==> config.mk <==
export PLATFORM = sky130hd
export DESIGN_NAME = mod_74x08_quad_and2
export DESIGN_NICKNAME = d
export VERILOG_FILES = /design/src/rtl/mod_74x08_quad_and2.sv
export SDC_FILE = /design/constraint.sdc
export NUM_CORES = 1
export LEC_CHECK = 0
export BUFFER_PORTS_ARGS = -buffer_cell sky130_fd_sc_hd__buf_4
export CAP_MARGIN = 20
export CORE_AREA = 2 2 39 41
export CTS_BUF_LIST = sky130_fd_sc_hd__clkbuf_8
export CTS_CLUSTER_DIAMETER = 200
export DETAILED_ROUTE_END_ITERATION = 10
export DIE_AREA = 0 0 41 43
export PLACE_DENSITY_LB_ADDON = 0.25
export SYNTH_ARGS = -nofsm -noshare
export SYNTH_HDL_FRONTEND = slang
export SYNTH_SLANG_ARGS = --single-unit
==> constraint.sdc <==
create_clock -name CLK -period 1.83 [get_ports CLK]
set_clock_uncertainty 0.15 [all_clocks]
set_input_delay 0.2745 -clock CLK [delete_from_list [all_inputs] [get_ports CLK]]
set_output_delay 0.2745 -clock CLK [all_outputs]
set_load 0.01 [all_outputs]
==> src/rtl/mod_74x08_quad_and2.sv <==
// 74x08 quad 2-input AND with a clocked shadow register
// and per-gate rise/fall pulses.
module mod_74x08_and1 (
  input  logic a_i,
  input  logic b_i,
  output logic y_o
);
  assign y_o = a_i & b_i;
endmodule

module mod_74x08_quad_and2 #(
  parameter int SPLIT = 0
) (
  input  logic [0:3] A,
  input  logic [0:3] B,
  output logic [0:3] Y,
  input  logic       CLK,
  input  logic       RST_N,
  output logic [0:3] Y_Q,
  output logic [0:3] RISE,
  output logic [0:3] FALL
);
  logic [0:3] y_w;
  logic [0:3] y_q_q, y_q_d;
  logic [0:3] rise_q, rise_d;
  logic [0:3] fall_q, fall_d;

  if (SPLIT != 0) begin : g_split
    for (genvar g = 0; g < 4; g++) begin : g_gate
      mod_74x08_and1 u_and (
        .a_i (A[g]),
        .b_i (B[g]),
        .y_o (y_w[g])
      );
    end
  end else begin : g_vec
    assign y_w = A & B;
  end

  assign Y = y_w;

  // Edge flags compare against the pre-edge shadow value.
  always_comb begin
    y_q_d  = y_w;
    rise_d = y_w & ~y_q_q;
    fall_d = ~y_w & y_q_q;
  end

  always_ff @(posedge CLK) begin
    if (!RST_N) begin
      y_q_q  <= '0;
      rise_q <= '0;
      fall_q <= '0;
    end else begin
      y_q_q  <= y_q_d;
      rise_q <= rise_d;
      fall_q <= fall_d;
    end
  end

  assign Y_Q  = y_q_q;
  assign RISE = rise_q;
  assign FALL = fall_q;
endmodule

Word level (Yosys, flattened, before mapping)
Cells that the tools add are included.
{"block": "totals", "mem_count": 0, "ram_bits": 0, "romBits": 0, "reg_bits": 12, "out_inout_bits": 16, "latchBits": 0}
{"block": "classes", "n_bitwise": 5, "n_eq_ne": 0, "mux": 0, "mul": 0, "n_div": 0, "magnitude_cmp": 0, "n_reduce_logical": 0, "shifts": 0, "n_addsub": 0}
{"op": "$and 4x4->4", "count": 3}
{"op": "$not 4->4", "count": 2}

Logic depth before layout (Yosys ltp)
Gate-level depths: netlist of run 1.
{"block": "logic_depth", "word_depth": 3, "depth_mapped": 2}

Least setup slack after synthesis of run 1
Ideal clock, no wire load.
{"block": "synth_path", "path_type": "input to output", "startpoint": "input A[0] (netlist name)", "endpoint": "output Y[0] (netlist name)", "path_buffers": 0, "t_required_ps": 1405, "t_arrival_ps": 448, "stages": 1, "slack_ps": 958, "cell_sequence": "and2_1"}
{"block": "synth_via", "elab_chain_len": 1}
{"element": "from (decl)", "line": "14", "rtl": "input logic [0:3] A,"}
{"element": "$and 4x4->4", "line": "37", "rtl": "assign y_w = A & B;"}
{"element": "to (decl)", "line": "16", "rtl": "output logic [0:3] Y,"}
No other way between the ends.

Worst setup path in the final report of run 1
{"block": "layout_path", "startpoint": "register y_q_q, in the netlist Y_Q[3]", "endpoint": "output Y_Q[3] (netlist name)"}
{"element": "from (decl)", "line": "24", "rtl": "logic [0:3] y_q_q, y_q_d;"}
{"element": "from (signal assigned)", "line": "55", "rtl": "y_q_q <= y_q_d;"}
{"element": "to (decl)", "line": "19", "rtl": "output logic [0:3] Y_Q,"}
No word-level cell between the ends.

==> metrics, run 1 <==
Rows=14; largest net degree at the start of global routing=9; Worst path max stage delay=a little under 0.4 ns; endpoints failing setup=0; area growth from synthesis to layout=65.46%; R2R setup slack=1.09 ns; Worst path slowest cell=dfxtp_1; Reg2Reg Launch Point=Y_Q[3]$_SDFF_PN0_; drt initial violations=1; initial antenna violation count=0; LEAKAGE=between 0.3 and 0.4 nW; post-synth top area share=between 60% and 70%; Hold-fix buffers, CTS=0; Critical Path Start Type=register; Max FO, Critical Path=3; worst hold path class=primary input to register; CTS tree=built; Power per Cell Area=891.7 mW/mm²; critical path data required time=roughly 1.4 ns; clock latency on the worst-skew pair=between 0.2 and 0.25 ns; vias per cell=4.132; DR vias=314; Starting Density=27.49%; Area contributors post-synth=dfxtp_1, nor2b_4, and3_2; Post-Syn Nets=42; hold path depth=2; io pins=26; H-tree depth=1; commonest cells after routing, fill and taps aside=buf_4, dfxtp_1; MaxCap Viol Count=0; NumNets Final=72; DR WL/cell=8.605 µm; max-slew violation count=0; DRT Wirelength=around 650 µm; final hold viol count=0; Critical Path End Type=primary output; Synth Register Bits=12; # diodes=0; Mapped Cells=32; Post-CTS Setup Bufs=0; CP arrival=0.77 ns; critical path's top delay family=flip-flops; Die ar.=about 0.0018 mm²; Cell Area, Synth=about 380 µm²; fill count=around 140; Clock transition at path regs=0.05 ns; VDD IR max=0.5458 mV; post-route minimum period=around 1.2 ns; vias in the first global route=around 270; Placer Congestion=0.5728; port bufs=25; CTS resizes=0; clk buf depth=2; Die W=between 40 and 50 µm; Residual DRC=0; Cell variety after synth=6; Yosys top cell by area=dfxtp_1; crit path kind=register to primary output; CTS buffer count=3; worst-margin pin slew=roughly 0.16 ns; Clock Sinks=12; root buf cell=clkbuf_8; Slew HR=about 90%; core region area=0.001384 mm²; fin crit share=65.12%; synth warn=0; RSZ-0062 raised after global routing=false; most common cell after layout, fill and taps aside=buf_4; RR Endpoint=FALL[3]$_SDFF_PN0_; Pre-antenna DRT Iters=2; Hold Crit Start=B[2]; setup tns final=0 ns; WP buf/inv=1; register area share after synthesis=approximately 63%; status=complete, no violations; R2R cell count=2; Congestion Overflow GR=0; antenna viol nets, final=0; crit path cell chain=buf_4; die height=between 40 and 50 µm; end of the worst hold path=Y_Q[2]$_SDFF_PN0_; first-pass GRT wire length=approximately 1100 µm; syn avg cell area=approximately 12 µm²; FMAX=around 0.84 GHz; Tot Pwr=between 0.0005 and 0.0006 W; total track usage=9.366%; share of cells above drive strength 1=~60%
-- worst max path at each step --
stage	to	startpoint	cells after the start
final	Y_Q[3]	Y_Q[3]$_SDFF_PN0_	1
after global routing	Y_Q[3]	Y_Q[3]$_SDFF_PN0_	1
after detailed placement	Y[1]	A[1]	3
after global placement	Y[2]	A[2]	3
after floorplan	Y[0]	A[0]	1
after CTS	Y_Q[3]	Y_Q[3]$_SDFF_PN0_	1
-- cells by family after synthesis --
family	after synthesis	share of synthesized area, %
AND/OR/NAND/NOR	20	36.84
flip-flops	12	63.16
-- synth_stat cells --
cell type	number
and2_1	4
dfxtp_1	12
nand2_1	4
nor2_1	4
nor2b_4	4
and3_2	4
-- flip-flops by register name, summed over array words and instances, names as in the netlist --
signal  cells
FALL        4
RISE        4
Y_Q         4
-- final cells by class --
cell class                      instances  area, µm²  area share, %
Clock buffer                            3      41.29          6.561
Sequential cell                        12      240.2          38.17
Multi-Input combinational cell         20      140.1          22.27
Tap cell                               16      20.02          3.181
Timing Repair Buffer                   25      187.7          29.82
-- where the power goes --
| group | internal (W) | switching [W] | total (W) |
|---|---|---|---|
| Clock | 0.000144 | 0.0000807 | 0.000224 |
| Combinational | 0.0000381 | 0.0000220 | 0.0000601 |
| Sequential | 0.000271 | 0.00000549 | 0.000277 |
-- stage by stage --
step                      hold WS, ns  instance area, µm²  std cells  setup WS, ns  utilization (%)
final                          0.1680               629.4         76        0.6382            45.48
after global routing           0.1692               629.4         76        0.6006            45.48
after CTS                      0.1642               629.4         76        0.6291            45.48
after detailed placement       0.3095               588.1         73        0.7141            42.50
after global placement         0.3041               588.1         73        0.7223            42.50
after floorplan                0.2472               380.4         32        0.9580                -
-- metal layers --
metal / vias to the layer above / share of wire, % / global-route usage (%)
li1: 158 / - / -
met1: 144 / 32 / 8.766
met2: 12 / 57 / 15.00
met3: 0 / 10 / 7.853
met4: 0 / 0 / 2.000
met5: - / 0 / 0
No activity file was read; power rests on OpenSTA's default activity.
==> run 2, diff against run 1 <==
ABC_AREA = 1   (was not set)
clock period = 1 ns   (was 1.83 ns; I/O delays follow)
==> run 2 against run 1 <==
Utilization rose by 5.1 points. Synthesized cell count increased by 28%. Routed wire length up 12%. Combinational power up 120%. Cell count increased by 18%. Via count increased by 16%. Highest routed layer is now met4.
==> metrics, run 2 <==
share of cells above drive strength 1=59.46%; Rows=14; Clock Sinks=12; most common cell after layout, fill and taps aside=buf_4; Worst path slowest cell=dfxtp_2; FMAX=roughly 1.0 GHz; worst-margin pin slew=approximately 0.11 ns; worst setup path endpoint=Y_Q[2]; EDFF count, synth=0; FF/Latch Area=approximately 250 µm²; worst hold path class=primary input to register; CTS tree=built; post-synth top area share=about three fifths; Mapped Cells=between 40 and 50; post-route minimum period=~0.96 ns; Post-Syn Nets=approximately 50; largest net degree at the start of global routing=9; fin crit share=96.30%; WP buf/inv=1; total track usage=approximately a tenth; Slew HR=between 90% and 100%; commonest cells after routing, fill and taps aside=buf_4, dfxtp_1, nand2_1, inv_1; Critical Path Start Type=register; RR Endpoint=FALL[2]$_SDFF_PN0_; status=complete, no violations; Yosys top cell by area=dfxtp_1; Placer Congestion=0.5257; Reg2Reg Launch Point=Y_Q[2]$_SDFF_PN0_; port bufs=25; Power per Cell Area=~1500 mW/mm²; Commonest cells post-synth=dfxtp_1, inv_1, nand2_1; leading register cell type out of synthesis=dfxtp_1; final hold viol count=0; crit path cell chain=buf_6; core region area=around 0.0014 mm²; io pins=26; crit path launch=Y_Q[2]$_SDFF_PN0_; critical path's top delay family=flip-flops; Synth async-reset ratio=0%; Sequential Power Share=47.9%; H-tree depth=1; initial antenna violation count=0; CTS buffer count=3; clk buf depth=2; Critical Path End Type=primary output; synth warn=0; vias in the first global route=~320; R2R setup slack=0.21 ns; DRT Wirelength=733 µm; max-slew violation count=0; Tot Pwr=roughly 0.0011 W; Clock transition at path regs=approximately 0.05 ns; LEAKAGE=~0.39 nW; DR vias=approximately 360; clock latency on the worst-skew pair=around 0.23 ns; fill count=about 150; Power Internal=between 0.0008 and 0.0009 W; Max FO, Critical Path=2; area growth from synthesis to layout=78.59%; VDD IR max=~0.7 mV; Residual DRC=0; critical path data required time=about 0.70 ns; Core Util, Final=roughly half; Congestion Overflow GR=0; drt initial violations=3; Die W=41 µm; NumNets Final=86; root buf cell=clkbuf_8; DR WL/cell=about 8.1 µm; first-pass GRT wire length=1193 µm; Cell Area, Synth=~390 µm²; Clk network pwr share=39.3%; crit path kind=register to primary output; setup tns final=0 ns; switching power=0.0002139 W; vias per cell=4.044; die height=about 43 µm; endpoints failing setup=0; register area share after synthesis=61.34%; Logic pwr share=around 13%; Pre-antenna DRT Iters=3; MaxCap Viol Count=0; dpl hpwl=535.5 µm; RSZ-0062 raised after global routing=false; Crit path depth=1; area taken by multi-input logic gates=110.1 µm²; Cell variety after synth=7; Area contributors post-synth=dfxtp_1, nand3_2, inv_1; Starting Density=28.30%; CP arrival=roughly 0.66 ns; Sw Ratio=20.30%; Synth Register Bits=12; top-count cell post-synth=dfxtp_1; antenna viol nets, final=0; Die ar.=0.001763 mm²; # diodes=0; syn avg cell area=between 9 and 10 µm²; R2R cell count=3; Worst path max stage delay=0.32 ns
[run 2: cell types whose count changed after synthesis, sizes merged]
cell,change
inv,+8
and2,-4
and3,-4
nand2,+4
nand3,+4
nor2,+4
nor2b,-4
buf,+1
[run 2: layer usage]
layer	part of all wire (%)	global-route usage, %	vias to the layer above
met5	0	0	-
met4	1.9	10.00	0
met3	13	3.665	2
met2	43	13.44	20
met1	41	12.66	156
li1	-	-	186
[run 2: what timing repair did]
action	in CTS	in global routing
buffers inserted	3	1
endpoints found under the hold margin	2	0
gates resized for setup	5	3
hold buffers	2	0
setup endpoints to repair	4	4
[run 2: cell families after synthesis]
| family | share of synthesized area (%) |
|---|---|
| flops | 61.34 |
| buf+inv | 10.54 |
| simple gates | 28.11 |
[run 2: power groups by stage]
stage               clock network, W  registers, W  logic (W)
CTS                         0.000437      0.000504   0.000132
global placement                   0      0.000514   0.000114
finish                      0.000414      0.000504   0.000135
detailed placement                 0      0.000514   0.000115
global route                0.000465      0.000505   0.000150
floorplan                          0      0.000522  0.0000361
[run 2: worst min-delay path by stage]
| stage | end | from | cells after the start |
|---|---|---|---|
| after floorplan | RISE[0]$_SDFF_PN0_ | B[0] | 2 |
| after global placement | Y_Q[1]$_SDFF_PN0_ | B[1] | 3 |
| after detailed placement | Y_Q[0]$_SDFF_PN0_ | B[0] | 3 |
| after CTS | Y_Q[3]$_SDFF_PN0_ | B[3] | 3 |
| after global routing | Y_Q[1]$_SDFF_PN0_ | A[1] | 3 |
| final | Y_Q[3]$_SDFF_PN0_ | B[3] | 3 |
[run 2: final cells by class]
type                    count  share of cell area [%]
clock buffers               3                   5.903
repair buffers             31                   36.14
flip-flops and latches     12                   35.06
multi-input cells          20                   15.74
inverters                   8                   4.293
well taps                  16                   2.862
[run 2: metrics by stage]
stage | worst slack (ns) | cells | instance area [µm²] | hold WS, ns
2_1_floorplan | 0.2609 | 41 | 391.6 | 0.1263
3_3_place_gp | 0.2003 | 81 | 588.1 | 0.2358
3_5_place_dp | 0.1967 | 81 | 588.1 | 0.2371
4_1_cts | 0.009126 | 89 | 680.7 | 0.002172
5_1_grt | 0.005537 | 90 | 699.4 | 0.01267
6_report | 0.03696 | 90 | 699.4 | 0.007434
